**src/rtl/m72_pkg.sv**
```systemverilog
// Shared types and constants for the m72 video fetch path.
package m72_pkg;

  localparam int GFX_ARB_NREQ = 3;

  typedef enum logic [1:0] {
    ARB_SYNC = 2'd0,
    ARB_IDLE = 2'd1,
    ARB_WAIT = 2'd2
  } gfx_arb_state_t;

endpackage

```
**src/rtl/gfx_rom_arbiter_rr_pick.sv**
```systemverilog
// Combinational round-robin picker: first pending requester after last_grant, wrapping.
module rr_pick #(
  parameter int NREQ = 3,
  parameter int IW   = 2
) (
  input  logic [NREQ-1:0] pending_i,
  input  logic [IW-1:0]   last_grant_i,
  output logic            any_o,
  output logic [IW-1:0]   grant_o
);

  int   idx;
  logic found;

  always_comb begin
    found   = 1'b0;
    grant_o = '0;
    idx     = 0;
    for (int k = 1; k <= NREQ; k++) begin
      idx = int'(last_grant_i) + k;
      if (idx >= NREQ) idx = idx - NREQ;
      if (!found && pending_i[idx[IW-1:0]]) begin
        found   = 1'b1;
        grant_o = idx[IW-1:0];
      end
    end
    any_o = found;
  end

endmodule

```
**src/rtl/gfx_rom_arbiter.sv**
```systemverilog
// Shares one SDRAM gfx-ROM read port between NREQ toggle-handshake requesters,
// with a one-word last-fetch cache per requester for single-cycle repeat hits.
module gfx_rom_arbiter
  import m72_pkg::*;
#(
  parameter int AW         = 24,
  parameter int DW         = 32,
  parameter int NREQ       = GFX_ARB_NREQ,
  parameter int HIT_BYPASS = 1
) (
  input  logic               CLK_96M,
  input  logic               reset_n,
  input  logic [NREQ*AW-1:0] rq_addr,
  input  logic [NREQ-1:0]    rq_req,
  output logic [NREQ-1:0]    rq_ack,
  output logic [NREQ*DW-1:0] rq_q,
  input  logic               inv,
  output logic [AW-1:0]      sdr_addr,
  output logic               sdr_req,
  input  logic               sdr_ack,
  input  logic [DW-1:0]      sdr_q
);

  localparam int IW = (NREQ > 2) ? 2 : 1;

  gfx_arb_state_t  state_q, state_d;
  logic [IW-1:0]   grant_q, grant_d;
  logic [IW-1:0]   last_grant_q, last_grant_d;
  logic            sdr_req_q, sdr_req_d;
  logic [AW-1:0]   sdr_addr_q, sdr_addr_d;
  logic [NREQ-1:0] rq_ack_q, rq_ack_d;
  logic [NREQ-1:0] valid_q, valid_d;
  logic            drop_q, drop_d;
  logic [DW-1:0]   rq_q_q [NREQ];
  logic [DW-1:0]   rq_q_d [NREQ];
  logic [AW-1:0]   tag_q  [NREQ];
  logic [AW-1:0]   tag_d  [NREQ];
  logic [DW-1:0]   data_q [NREQ];
  logic [DW-1:0]   data_d [NREQ];
  logic [AW-1:0]   addr_a [NREQ];

  logic [NREQ-1:0] pending;
  logic            pick_any;
  logic [IW-1:0]   pick_g;
  logic            hit;
  logic            sdr_done;

  for (genvar i = 0; i < NREQ; i++) begin : g_slice
    assign addr_a[i]          = rq_addr[i*AW +: AW];
    assign rq_q[i*DW +: DW]   = rq_q_q[i];
  end

  assign pending  = rq_req ^ rq_ack_q;
  assign sdr_done = (sdr_ack == sdr_req_q);

  rr_pick #(
    .NREQ (NREQ),
    .IW   (IW)
  ) u_rr_pick (
    .pending_i    (pending),
    .last_grant_i (last_grant_q),
    .any_o        (pick_any),
    .grant_o      (pick_g)
  );

  // A same-cycle invalidate forces the miss path so a reloaded ROM is never served stale.
  assign hit = (HIT_BYPASS != 0) && valid_q[pick_g] &&
               (tag_q[pick_g] == addr_a[pick_g]) && !inv;

  always_comb begin
    state_d      = state_q;
    grant_d      = grant_q;
    last_grant_d = last_grant_q;
    sdr_req_d    = sdr_req_q;
    sdr_addr_d   = sdr_addr_q;
    rq_ack_d     = rq_ack_q;
    rq_q_d       = rq_q_q;
    valid_d      = valid_q;
    drop_d       = drop_q;
    tag_d        = tag_q;
    data_d       = data_q;

    case (state_q)
      ARB_SYNC: begin
        if (sdr_done) state_d = ARB_IDLE;
      end
      ARB_IDLE: begin
        if (pick_any) begin
          if (hit) begin
            rq_q_d[pick_g]   = data_q[pick_g];
            rq_ack_d[pick_g] = rq_req[pick_g];
            last_grant_d     = pick_g;
          end else begin
            grant_d    = pick_g;
            sdr_addr_d = addr_a[pick_g];
            sdr_req_d  = ~sdr_req_q;
            state_d    = ARB_WAIT;
          end
        end
      end
      ARB_WAIT: begin
        if (sdr_done) begin
          rq_q_d[grant_q]   = sdr_q;
          rq_ack_d[grant_q] = rq_req[grant_q];
          if (!drop_q) begin
            tag_d[grant_q]   = sdr_addr_q;
            data_d[grant_q]  = sdr_q;
            valid_d[grant_q] = 1'b1;
          end
          last_grant_d = grant_q;
          drop_d       = 1'b0;
          state_d      = ARB_IDLE;
        end else if (inv) begin
          drop_d = 1'b1;
        end
      end
      default: state_d = ARB_SYNC;
    endcase

    if (inv) valid_d = '0;
  end

  always_ff @(posedge CLK_96M) begin
    if (!reset_n) begin
      state_q      <= ARB_SYNC;
      grant_q      <= '0;
      last_grant_q <= IW'(NREQ - 1);
      sdr_req_q    <= 1'b0;
      sdr_addr_q   <= '0;
      rq_ack_q     <= '0;
      valid_q      <= '0;
      drop_q       <= 1'b0;
      for (int i = 0; i < NREQ; i++) rq_q_q[i] <= '0;
    end else begin
      state_q      <= state_d;
      grant_q      <= grant_d;
      last_grant_q <= last_grant_d;
      sdr_req_q    <= sdr_req_d;
      sdr_addr_q   <= sdr_addr_d;
      rq_ack_q     <= rq_ack_d;
      valid_q      <= valid_d;
      drop_q       <= drop_d;
      rq_q_q       <= rq_q_d;
    end
  end

  // Tag/data need no reset: nothing reads them until valid is set.
  always_ff @(posedge CLK_96M) begin
    tag_q  <= tag_d;
    data_q <= data_d;
  end

  assign rq_ack   = rq_ack_q;
  assign sdr_req  = sdr_req_q;
  assign sdr_addr = sdr_addr_q;

endmodule
```
**config.mk**
```make
export PLATFORM = sky130hd
export DESIGN_NAME = gfx_rom_arbiter
export DESIGN_NICKNAME = d
export VERILOG_FILES = /design/src/rtl/m72_pkg.sv /design/src/rtl/gfx_rom_arbiter_rr_pick.sv /design/src/rtl/gfx_rom_arbiter.sv
export SDC_FILE = /design/constraint.sdc
export NUM_CORES = 1
export LEC_CHECK = 0
export BUFFER_PORTS_ARGS = -buffer_cell sky130_fd_sc_hd__buf_2
export CORE_MARGIN = 4
export CORE_UTILIZATION = 35
export CTS_CLUSTER_DIAMETER = 200
export CTS_CLUSTER_SIZE = 30
export DETAILED_ROUTE_END_ITERATION = 16
export GPL_ROUTABILITY_DRIVEN = 0
export SLEW_MARGIN = 10
export SYNTH_ARGS = -nofsm -noshare
export SYNTH_HDL_FRONTEND = slang
export SYNTH_SLANG_ARGS = --single-unit
```
**constraint.sdc**
```tcl
create_clock -name CLK_96M -period 5.1 [get_ports CLK_96M]
set_clock_uncertainty 0.2 [all_clocks]
set_input_delay 1.02 -clock CLK_96M [delete_from_list [all_inputs] [get_ports CLK_96M]]
set_output_delay 1.02 -clock CLK_96M [all_outputs]
set_load 0.02 [all_outputs]
```
* Yosys cells after proc, flatten, opt, wreduce, memory -nomap -nowiden
Cells that the tools add are included.
** Word-level totals
- Register bits :: 302
- Output and inout port bits :: 124
- Input bits :: 111
- Word-level logic and storage cells :: 139
** Cells by class
- Eq/ne operators :: 9
- Bitwise operators :: 8
- Mux-type cells :: 64
- Add/sub/neg operators :: 6
- Reductions and logical operators :: 21
- Magnitude comparators :: 14
** Operators with widths (count)
- bitwise mux 96 bit :: 3
- two-way mux 96 bit :: 3
- case mux 96 bit (2 select lines) :: 1
- demux 32 bit (select 2 bit) :: 2
- two-way mux 32 bit :: 4
- two-way mux 24 bit :: 5
- binary-select mux 24 bit (select 2 bit) :: 2
- bitwise mux 72 bit :: 1
- binary-select mux 32 bit (select 2 bit) :: 1
- demux 24 bit (select 2 bit) :: 1
- equality test 24 bit :: 1
- two-way mux 2 bit :: 12
- < comparator 2 x 3 -> 1 bit (second input constant) :: 5
- two-way mux 1 bit :: 13
- binary-select mux 1 bit (select 2 bit) :: 6
- greater-or-equal comparator 3 x 2 -> 1 bit (second input constant) :: 3
- two-way mux 3 bit :: 3
- AND reduction 3 bit :: 3
- logical AND 1 bit :: 8
- != test 2 bit (second input constant) :: 4
- case mux 2 bit (2 select lines) :: 2
- adder 2 x 2 -> 3 bit (second input constant) :: 2
- bitwise mux 3 bit :: 2
- greater-or-equal comparator 3 bit (second input constant) :: 2
- 20 further kinds :: 33

* Logic depth before layout (Yosys ltp)
Gate-level depths: netlist of run 1.
- Depth after elaboration :: 22
- Gate-level depth with buffers :: 19
- Depth with buffers taken out :: 12

* Cells and area by module
A second synthesis of run 1 with hierarchy kept.
** Second synthesis, totals
- Cell total of the unflattened synthesis :: 1079
- Area total of the unflattened synthesis :: 12995.0 um^2
** Modules (own cells, without submodules)
- gfx_rom_arbiter :: area each 12794.8 um^2, sequential area each 7727.4 um^2, cells each 1051, instances 1
- rr_pick :: area each 200.2 um^2, sequential area each 0.0 um^2, cells each 28, instances 1

* Worst setup path after synthesis of run 1
OpenSTA, ideal clock, no wires.
- Path type :: input to register
- Start point :: in sdr_ack
- End point :: reg data_q[0] in the netlist's numbering (enable)
- Required time :: 4.422 ns
- Library setup time :: 0.478 ns
- Data arrival time :: 3.923 ns
- Buffers on the path :: 0
- Path slack :: 0.499 ns
- Stages :: 3
- Cell sequence :: xnor2_1 > nand2b_1 > nor2b_1
** Between the ends
- Cells in the longest elaborated chain, start to end :: 2
** RTL lines
- start: declaration :: RTL line gfx_rom_arbiter.sv:20 : input logic sdr_ack,
- equality test 1 bit :: RTL line gfx_rom_arbiter.sv:54 : assign sdr_done = (sdr_ack == sdr_req_q);
- AND reduction 3 bit (no source line)
- end signal: assignment :: RTL line gfx_rom_arbiter.sv:150 : data_q <= data_d;
- end: declaration :: RTL line gfx_rom_arbiter.sv:38 : logic [DW-1:0] data_q [NREQ];
No other way between the ends.
A chain may end at the register's enable or synchronous reset.

* Worst setup path after layout of run 1
- Start point :: reg last_grant_q[1]
- End point :: reg rq_q_q, in the netlist rq_q[41]
** Between the ends
- Cells in the longest elaborated chain, start to end :: 21
- Elaborated cells on any way between the ends :: 55
- Those cells by class :: add/sub (6); order compare (5); eq/ne (3); mux (32); bitwise (1); reduce/logical (8)
** RTL lines
- start: declaration :: RTL line gfx_rom_arbiter.sv:28 : logic [IW-1:0] last_grant_q, last_grant_d;
- start signal: assignment :: RTL line gfx_rom_arbiter.sv:127 : last_grant_q <= IW'(NREQ - 1);
- start signal: assignment :: RTL line gfx_rom_arbiter.sv:137 : last_grant_q <= last_grant_d;
- adder 2 x 1 -> 3 bit :: RTL line gfx_rom_arbiter_rr_pick.sv:20 : idx = int'(last_grant_i) + k;
- greater-or-equal comparator 3 x 2 -> 1 bit / subtractor 2 x 1 -> 2 bit (equally long branches) :: RTL line gfx_rom_arbiter_rr_pick.sv:21 : if (idx >= NREQ) idx = idx - NREQ;
- two-way mux 2 bit :: RTL line gfx_rom_arbiter_rr_pick.sv:21
- binary-select mux 1 bit (select 2 bit) :: RTL line gfx_rom_arbiter_rr_pick.sv:22 : if (!found && pending_i[idx[IW-1:0]]) begin
- two-way mux 1 bit (not written as such) :: RTL line gfx_rom_arbiter_rr_pick.sv:22
- two-way mux 1 bit :: RTL line gfx_rom_arbiter_rr_pick.sv:22
- logical NOT 1 bit :: RTL line gfx_rom_arbiter_rr_pick.sv:22
- logical AND 1 bit :: RTL line gfx_rom_arbiter_rr_pick.sv:22
- [5 not listed]
- binary-select mux 24 bit (select 2 bit), or another cell as far along :: RTL line gfx_rom_arbiter.sv:68 : (tag_q[pick_g] == addr_a[pick_g]) && !inv;
- two-way mux 24 bit (not written as such) / logical AND 1 bit (equally long branches) :: RTL line gfx_rom_arbiter.sv:68, gfx_rom_arbiter.sv:90
- two-way mux 24 bit (not written as such) / two-way mux 32 bit (equally long branches) :: RTL line gfx_rom_arbiter.sv:68, gfx_rom_arbiter.sv:90
- equality test 24 bit / demux 32 bit (select 2 bit) (equally long branches) :: RTL line gfx_rom_arbiter.sv:68, gfx_rom_arbiter.sv:90
- logical AND 1 bit / bitwise mux 96 bit (equally long branches) :: RTL line gfx_rom_arbiter.sv:67, gfx_rom_arbiter.sv:90
- logical AND 1 bit / two-way mux 96 bit (equally long branches) :: RTL line gfx_rom_arbiter.sv:68, gfx_rom_arbiter.sv:89
- != test 2 bit (no source line) / two-way mux 96 bit (equally long branches)
- AND reduction 4 bit (no source line) / case mux 96 bit (2 select lines) (equally long branches)
- end signal: assignment :: RTL line gfx_rom_arbiter.sv:143 : rq_q_q <= rq_q_d;
- end: declaration :: RTL line gfx_rom_arbiter.sv:34 : logic [DW-1:0] rq_q_q [NREQ];
Parallel ways exist; a longest one is shown, timed or not. The select of a mux whose other input is x is not followed.

==> flow_summary.yaml, run 1 <==
status:
  outcome: "complete, no violations"
synthesis:
  synth_cells: 1285
  ys_async_sr_fraction_pct: 0
  synth.yosys.warnings: 0
  synth_edf_count: 168
  synth_nets: 1400
  ys_ff_latch: 302
  yosysSeqAreaShare_pct: 53.7
  syn_avg_cell_area_um2: 11.2
  ys_types: 69
  syn-cell-area_um2: 14400
  synthFlopType: "edfxtp_1"
setup_path:
  slowest_delay_ns: 0.64
  worst_setup_path_start_kind: "flip-flop"
  critical_path_class: "reg2reg"
  r2r-end: "rq_q[41]"
  cp_cell_sequence: "inv_1 -> ha_1 -> buf_4 -> nand4_2 -> a22oi_2 -> a221oi_1 -> o2bb2ai_1 -> xor2_1 -> or4_4 -> or4_4 -> buf_4 -> a211oi_1 -> a211oi_1"
  worst-path-max-fanout: 37
  cp.required_ns: 5.27
  r2r_slack_ns: 0.36
  timing.rr.start: "last_grant_q[1]"
  setup.worst_path.end_class: "flip-flop"
  crit_arrival_ns: 4.91
  worstRegToRegCells: 13
  worst_path_max_delay_cell: "or4_4"
cts:
  cts_root_buf: "clkbuf_16"
  cts-htree-levels: 1
  post_cts_buffers: 0
  clock_latency_ns: 0.52
  ctsHoldBuffers: 0
  cts_tree: "done"
  numClockSinks: 302
  cts_buffers: 14
  post_cts_resized: 0
  clk_path_buf_depth: 3
  clk_pin_slew_ns: 0.12
global_routing:
  gr-total-overflow: 0
  first_global_vias: 11057
  grt.total_usage_pct: 19.3
  antenna_found_initial: 3
  grt_use_met3_pct: 2.57
  use_met2_pct: 31.0
  grt_max_degree: 71
  grt_pass1_wl_mm: 68.2
  busiest_layer: "met2"
  grtUsageMet1_pct: 27.3
min_path:
  hold_start: "rq_q[87]"
  holdCritPathClass: "reg2reg"
  holdPathEnd: "rq_q[87]"
  whs_path_depth: 2
floorplanning:
  die_x_um: 211
  ios: 235
  dieArea_um2: 44400
  die_h_um: 211
  num_rows: 74
  coreArea_um2: 40700
  initial_core_util_pct: 35.3
finish:
  final_cell_mix: "buf_2, edfxtp_1, dfxtp_1"
  fill_cells: 3994
  syn2layout_area_growth_pct: 15.9
  nets: 1587
  layout-drive-gt1-share_pct: 28.6
  layout_commonest_cell: "buf_2"
power:
  p_clk_share_pct: 25.2
  irDropWorstVdd_mv: 0.158
  leakage_nw: 5.89
  p_seq_share_pct: 51.1
  power.switching_mw: 1.68
  combPwrFrac_pct: 23.7
  p_sw_share_pct: 31.5
  powerDensity_nw_per_um2: 320
  intPower_mw: 3.66
route:
  dr_total_vias: 11180
  wl_per_cell_um: 22.4
  drt-initial-drc-count: 779
  vias_per_cell: 5.56
  detail-route-antenna-nets: 0
  wirelength_mm: 45.0
  drc_errors: 0
  drtPass1Iterations: 5
sta:
  hold_violations: 0
  rsz0062_at_grt: "no"
  setup-violations-final: 0
  tns_ns: 0
  drv_slew: 0
  period_share_pct: 92.9
  finalCriticalPeriod_ns: 4.74
  tightest_slew_ns: 1.18
  max_slew_margin_pct: 21.0
  whs_ns: 0.259
  max_freq_mhz: 211
placed_design:
  dp_hpwl_mm: 29.4
  io_buffer_count: 234
run:
  maxCapViolCount: 0
[sequential cells by signal (all words and copies together) (netlist names)]
| signal | flops |
|---|---|
| state_q | 2 |
| sdr_addr | 24 |
| valid_q | 3 |
| sdr_req | 1 |
| grant_q | 2 |
| data_q | 96 |
| tag_q | 72 |
| rq_ack | 3 |
| last_grant_q | 2 |
| rq_q | 96 |
| drop_q | 1 |
[power by group through the flow]
stage	combinational [mW]	clock, mW	sequential [mW]
3_5_place_dp	1.26	0	2.78
6_report	1.27	1.35	2.73
4_1_cts	1.27	1.40	2.73
5_1_grt	1.36	1.47	2.74
3_3_place_gp	1.24	0	2.78
2_1_floorplan	0.735	0	2.83
[cells by family (layout without fill, tap and decap cells)]
| family | count (synthesis) | count (layout) | synth area share (%) |
|---|---|---|---|
| xor+xnor | 31 | 31 | 1.94 |
| fa+ha+maj | 4 | 4 | 0.348 |
| flops | 302 | 302 | 53.7 |
| simple gates | 177 | 177 | 5.84 |
| compound gates | 488 | 488 | 27.8 |
| mux | 46 | 46 | 3.34 |
| buf+inv | 237 | 431 | 7.04 |
| other cells | 0 | 1 | 0 |
[worst max path at each step]
stage | from | end | slack (ns) | cells after the start
2_1_floorplan | sdr_ack | data_q[0] | 0.50 | 3
3_3_place_gp | rq_req[1] | rq_q[92] | 0.15 | 14
3_5_place_dp | rq_req[1] | rq_q[41] | 0.10 | 14
4_1_cts | last_grant_q[1] | rq_q[41] | 0.40 | 13
5_1_grt | last_grant_q[1] | rq_q[41] | 0.06 | 14
6_report | last_grant_q[1] | rq_q[41] | 0.36 | 13
[cell usage after synthesis, drive strengths merged (3+ instances only)]
master	number	area share [%]
nand4	7	0.35
o21a	4	0.21
a222oi	3	0.21
a31oi	5	0.22
nand3	14	0.49
a22oi	8	0.49
a211oi	205	14
a22o	65	4.0
o22ai	6	0.26
or4	5	0.29
and2	4	0.17
xnor2	14	0.90
ha	4	0.35
a21oi	69	2.4
o221ai	5	0.30
a311oi	3	0.18
o211ai	3	0.16
nor4	6	0.26
nand2b	5	0.22
a221oi	14	0.94
a2111oi	3	0.23
nor2b	7	0.30
nand2	76	2.0
edfxtp	168	35
xor2	17	1.0
clkbuf	73	1.9
mux2	6	0.47
buf	40	1.9
a32o	10	0.70
a21o	5	0.37
nor3	13	0.49
dfxtp	134	19
mux2i	40	2.9
o2bb2ai	10	0.61
inv	124	3.2
nor2	31	0.83
or3	4	0.17
o21ai	53	1.8
[through the flow]
stage | setup WS (ns) | instances | power (mW) | util [%] | cell area (µm²)
finish | 0.360 | 2012 | 5.34 | 40.9 | 16700
global route | 0.0625 | 2012 | 5.57 | 40.9 | 16700
CTS | 0.403 | 2011 | 5.39 | 40.9 | 16700
detailed placement | 0.104 | 1988 | 4.05 | 39.9 | 16200
global placement | 0.149 | 1988 | 4.03 | 39.9 | 16200
floorplan | 0.499 | 1285 | 3.57 | - | 14400
[layer usage]
metal  up-vias  share of wire, %
li1       5213                 -
met1      5573                46
met2       317                47
met3        73               4.5
met4         4               3.1
met5         -             0.049
[worst max-delay path, delay by kind of cell, from the launching register on]
kind | cells | cell delay (ns)
buffers and inverters | 3 | 0.71
and+or+nand+nor | 3 | 1.36
AOI/OAI and AO/OA | 5 | 1.30
adders and majority gates | 1 | 0.50
xor gates and xnor gates | 1 | 0.12
DFF | 1 | 0.37
[layout make-up]
type	instances	area, µm²	share of cell area, %
tap	532	666	3.99
clock inverter	1	30.0	0.180
antenna	1	2.50	0.0150
inverter	124	468	2.81
multi-input combinational	746	5750	34.5
timing repair buffer	284	1630	9.80
clock buffer	22	402	2.41
sequential	302	7730	46.3
Power figures use the tool's default switching activity.
==> run 2, diff against run 1 <==
Settings changed: GPL_TIMING_DRIVEN from default to 0, REMOVE_ABC_BUFFERS from default to 1.
==> run 2 against run 1 <==
  * Worst hold slack about the same
  * Cell count increased by 0.75%
  * Sequential cell count did not move
  * Combinational power rose by 10%
  * Register-to-register slack worse by 0.16 ns
  * Die area did not move
  * Setup slack worse by 0.16 ns
==> flow_summary.yaml, run 2 (synthesized netlist as in run 1, its figures left out) <==
setup_path:
  slowest_delay_ns: 0.58
  critical_path_class: "reg2reg"
  crit_arrival_ns: 5.15
  worst-path-max-fanout: 33
  cp.required_ns: 5.34
  setup.worst_path.end_class: "flip-flop"
  crit_top_cell: "or4_4"
  r2r_slack_ns: 0.20
  cp_cell_sequence: "inv_1 -> ha_4 -> clkinvlp_4 -> a2111oi_4 -> o21ba_4 -> o2bb2ai_1 -> xor2_1 -> or4_4 -> or4_4 -> buf_16 -> a21o_2 -> a211oi_1"
  worst_path_max_delay_cell: "or4_4"
  worst_setup_path_start_kind: "flip-flop"
sta:
  tightest_slew_ns: 1.29
  setup_ws_ns: 0.196
  max_slew_margin_pct: 13.7
  hold_violations: 0
  drv_slew: 0
  period_share_pct: 96.2
  finalCriticalPeriod_ns: 4.90
  setup-violations-final: 0
  max_freq_mhz: 204
  tns_ns: 0
finish:
  final_cell_mix: "buf_2, edfxtp_1, dfxtp_1"
  multi_input_comb_area_um2: 5890
  regArea_um2: 7730
  syn2layout_area_growth_pct: 20.9
  nets: 1602
  fin_util_pct: 42.7
  antennaDiodeCount: 0
  layout_commonest_cell: "buf_2"
  fill_cells: 3876
  layout-drive-gt1-share_pct: 30.0
  stdcell_area_um2: 17400
placed_design:
  post-place-ws_ns: -1.75
  post_dp_cell_area_um2: 16600
  io_buffer_count: 234
  dp_hpwl_mm: 29.8
route:
  drt-initial-drc-count: 849
  wl_per_cell_um: 22.8
  dr_wl_met2_mm: 21.9
  drt-met1-wl_mm: 20.1
  wirelength_mm: 46.2
  top_layer: "met5"
  vias_per_cell: 5.57
  dr_total_vias: 11286
  wl_met3_mm: 3.12
  detail-route-antenna-nets: 0
  drc_errors: 0
  drtPass1Iterations: 5
floorplanning:
  initial_core_util_pct: 35.3
  die_x_um: 211
  ios: 235
  coreArea_um2: 40700
  num_rows: 74
  dieArea_um2: 44400
  die_h_um: 211
cts:
  cts_tree: "done"
  clock_latency_ns: 0.53
  clk_pin_slew_ns: 0.12
  cts_buffers: 14
  cts-htree-levels: 1
  cts_root_buf: "clkbuf_16"
  clk_path_buf_depth: 3
  numClockSinks: 302
power:
  powerDensity_nw_per_um2: 316
  leakage_nw: 6.15
  irDropWorstVdd_mv: 0.327
global_routing:
  gr-total-overflow: 0
  grt_pass1_wl_mm: 67.7
  grt.total_usage_pct: 19.3
  grt_max_degree: 70
  first_global_vias: 11200
  antenna_found_initial: 3
run:
  maxCapViolCount: 0
min_path:
  holdCritPathClass: "reg2reg"
status:
  outcome: "complete, no violations"
[run 2: changes by cell type in the layout (fill, tap and decap cells not counted), moves of 2 or more]
cell    delta
a21o_4     +2
buf_16    +21
buf_4     -17
buf_6      +5
[run 2: metrics by stage]
| step | hold slack, ns | power [mW] | instances |
|---|---|---|---|
| finish | 0.259 | 5.50 | 2027 |
| global route | 0.278 | 5.74 | 2027 |
| CTS | 0.262 | 5.53 | 2016 |
| detailed placement | 0.242 | 4.11 | 1977 |
| global placement | 0.242 | 3.97 | 1938 |
| floorplan | 0.234 | 3.53 | 1172 |
[run 2: worst max-delay path, delay by kind of cell (launching register included)]
family / cells / cell delay (ns)
flip-flops: 1 / 0.43
buffers and inverters: 3 / 0.52
adder cells (fa/ha/maj): 1 / 0.36
XOR/XNOR: 1 / 0.20
AND/OR/NAND/NOR: 2 / 1.12
AO/OA/AOI/OAI: 5 / 1.92
[run 2: per-layer routing]
layer | vias to the layer above | GRT usage, %
met4 | 6 | 5.01
met3 | 78 | 3.33
met1 | 5497 | 25.9
met5 | - | 0
li1 | 5271 | -
met2 | 434 | 32.4
[run 2: cell type report]
cell class / count / share of cell area, %
tap: 532 / 3.83
timing repair buffer: 296 / 12.7
inverter: 124 / 2.73
multi-input combinational: 749 / 33.9
clock inverter: 1 / 0.173
clock buffer: 23 / 2.33
sequential: 302 / 44.4
[run 2: what timing repair did]
action | 4_1_cts | 5_1_grt
endpoints found under the setup margin | 130 | 108
gates resized for setup | 14 | 9
setup buffers | 14 | 8
hold buffers | 0 | 0
cloned | 1 | 3
pin swaps | 6 | 6
[run 2: final timing paths]
check	startpoint	end	depth (start not counted)
setup / recovery	last_grant_q[0]	rq_q[73]	12
hold reg to reg	rq_q[80]	rq_q[80]	2
hold / removal	rq_q[80]	rq_q[80]	2
setup reg to reg	last_grant_q[0]	rq_q[73]	12
[run 2: power breakdown]
group	total, mW	switching [mW]	internal (mW)
combinational	1.40	0.878	0.525
clock	1.38	0.806	0.569
sequential	2.72	0.0605	2.66
total	5.50	1.74	3.76
==> run 3, diff against run 2 <==
Settings changed: ABC_AREA from default to 1, CTS_BUF_LIST from default to sky130_fd_sc_hd__clkbuf_2.
==> run 3 against run 2 <==
  * Critical path depth is 7 higher
  * Synthesized cell count is 57% higher
  * Synthesized area is 7.6% higher
  * Register-to-register slack better by 0.11 ns
  * First-iteration DRC count is 45% higher
  * Non-clock buffer count is 23 higher
  * Setup slack better by 0.11 ns
  * Global-route usage is 2.2 points higher
  * Fmax is 2.3% higher
==> flow_summary.yaml, run 3 <==
synthesis:
  synth.yosys.warnings: 0
  yosysMostFrequentCell: "nand2_1"
  yosysTopAreaCellShare_pct: 32.6
  yosysTopAreaCell: "edfxtp_1"
  syn-cell-area_um2: 15500
  yosys-top-cells-area: "edfxtp_1, dfxtp_1, nand2_1"
  yosysSeqAreaShare_pct: 49.9
  synth_commonest_cells: "nand2_1, inv_1, nor2_1, edfxtp_1, nand3_1"
  synth_cells: 2014
  ys_async_sr_fraction_pct: 0
  ys_types: 33
  syn_avg_cell_area_um2: 7.69
  synth_edf_count: 168
  synthFlopType: "edfxtp_1"
  ys_ff_latch: 302
route:
  drc_errors: 0
  top_layer: "met5"
  dr_total_vias: 14323
  drtPass1Iterations: 6
  vias_per_cell: 5.06
  wirelength_mm: 53.7
  wl_per_cell_um: 19.0
  wl_met3_mm: 2.95
  detail-route-antenna-nets: 0
  drt-initial-drc-count: 1227
  dr_wl_met2_mm: 25.7
  drt-met1-wl_mm: 23.9
sta:
  drv_slew: 0
  tightest_slew_ns: 1.13
  tns_ns: 0
  whs_ns: 0.0580
  period_share_pct: 94.0
  setup-violations-final: 0
  rsz0062_at_grt: "no"
  hold_violations: 0
  max_freq_mhz: 209
  finalCriticalPeriod_ns: 4.80
  max_slew_margin_pct: 24.3
global_routing:
  grt.total_usage_pct: 21.4
  gr-total-overflow: 0
  grt_max_degree: 73
  first_global_vias: 13557
  antenna_found_initial: 6
  grt_pass1_wl_mm: 79.8
setup_path:
  worst_setup_path_start_kind: "flip-flop"
  cp.required_ns: 5.80
  setup.worst_path.end: "rq_q[89]"
  timing.rr.start: "last_grant_q[0]"
  critical_path_class: "reg2reg"
  worstRegToRegCells: 19
  worst-path-max-fanout: 34
  r2r-end: "rq_q[89]"
  crit_arrival_ns: 5.49
  cp_cell_sequence: "inv_1 -> ha_2 -> nand3_1 -> nand2_1 -> nand2_2 -> nand4_1 -> buf_6 -> buf_6 -> nand2_8 -> buf_16 -> nor2_4 -> nand2_4 -> o21ai_4 -> buf_12 -> nand3_4 -> buf_12 -> nand2_1 -> inv_1 -> nor2_1"
  crit_cells: 19
  slowest_delay_ns: 0.48
  setup.worst_path.end_class: "flip-flop"
  r2r_slack_ns: 0.30
  critical_path.top_delay_family: "simple AND/OR/NAND/NOR gates"
  worst_path_max_delay_cell: "dfxtp_4"
  cp.buffers_inverters: 7
  crit_start: "last_grant_q[0]"
finish:
  nets: 2351
  layout-drive-gt1-share_pct: 17.4
  fin_util_pct: 42.4
  syn2layout_area_growth_pct: 18.9
  final_cell_mix: "nand2_1, inv_1, buf_2"
  stdcell_area_um2: 18400
  layout_commonest_cell: "nand2_1"
placed_design:
  io_buffer_count: 234
  post_dp_cell_area_um2: 17400
  dp_hpwl_mm: 30.8
status:
  outcome: "complete, no violations"
floorplanning:
  die_h_um: 218
  die_x_um: 218
  coreArea_um2: 43500
  num_rows: 76
  dieArea_um2: 47700
  initial_core_util_pct: 35.6
  ios: 235
cts:
  cts_buffers: 14
  clock_latency_ns: 1.00
  clk_pin_slew_ns: 0.57
  cts_root_buf: "clkbuf_2"
  clk_path_buf_depth: 3
  cts_tree: "done"
  cts-htree-levels: 1
  numClockSinks: 302
min_path:
  holdCritPathClass: "reg2reg"
run:
  maxCapViolCount: 0
## run 3: logic make-up after synthesis
kind of cell	after synthesis	share of synthesized area [%]
AO/OA/AOI/OAI	238	9.10
adder cells (fa/ha/maj)	4	0.323
buffers and inverters	518	13.6
flip-flops	302	49.9
AND/OR/NAND/NOR	952	27.1
## run 3: final cells by class
cell class,instances,area [µm²]
timing repair buffer,319,2300
fill,4475,25000
antenna,3,7.51
clock buffer,23,115
tap,585,732
sequential,302,7730
clock inverter,1,30.0
multi-input combinational,1206,6000
inverter,393,1490
## run 3: routing by layer
metal	vias to the layer above	GRT usage (%)
met5	-	0
met4	6	5.27
met3	89	1.97
met2	464	36.6
met1	6842	29.5
li1	6922	-
## run 3: worst min path at each step
stage	start	to	slack, ns	cells after the start
floorplan	valid_q[2]	valid_q[2]	0.23	2
global placement	valid_q[2]	valid_q[2]	0.24	2
detailed placement	valid_q[1]	valid_q[1]	0.25	2
CTS	sdr_q[6]	data_q[70]	0.001	1
global route	sdr_q[12]	data_q[44]	0.008	1
finish	sdr_addr[15]	tag_q[39]	0.06	0
## run 3: timing repair
action                                  in CTS  in global routing
pin swaps                                   13                  2
endpoints found under the setup margin     130                128
endpoints found under the hold margin       32                 22
buffers inserted                            22                  8
hold buffers                                13                 10
cloned                                      12                  1
resized for setup                           22                 10
## run 3: per-stage QoR
stage / cells / worst slack [ns]
floorplan: 1889 / -2.17
finish: 2832 / 0.305
CTS: 2809 / 0.0224
global route: 2832 / 0.00780
global placement: 2708 / -8.65
detailed placement: 2738 / -2.76
Power of run 3 is not shown: default switching activity piles up to over one toggle a cycle in this logic, so the estimate is an artifact.
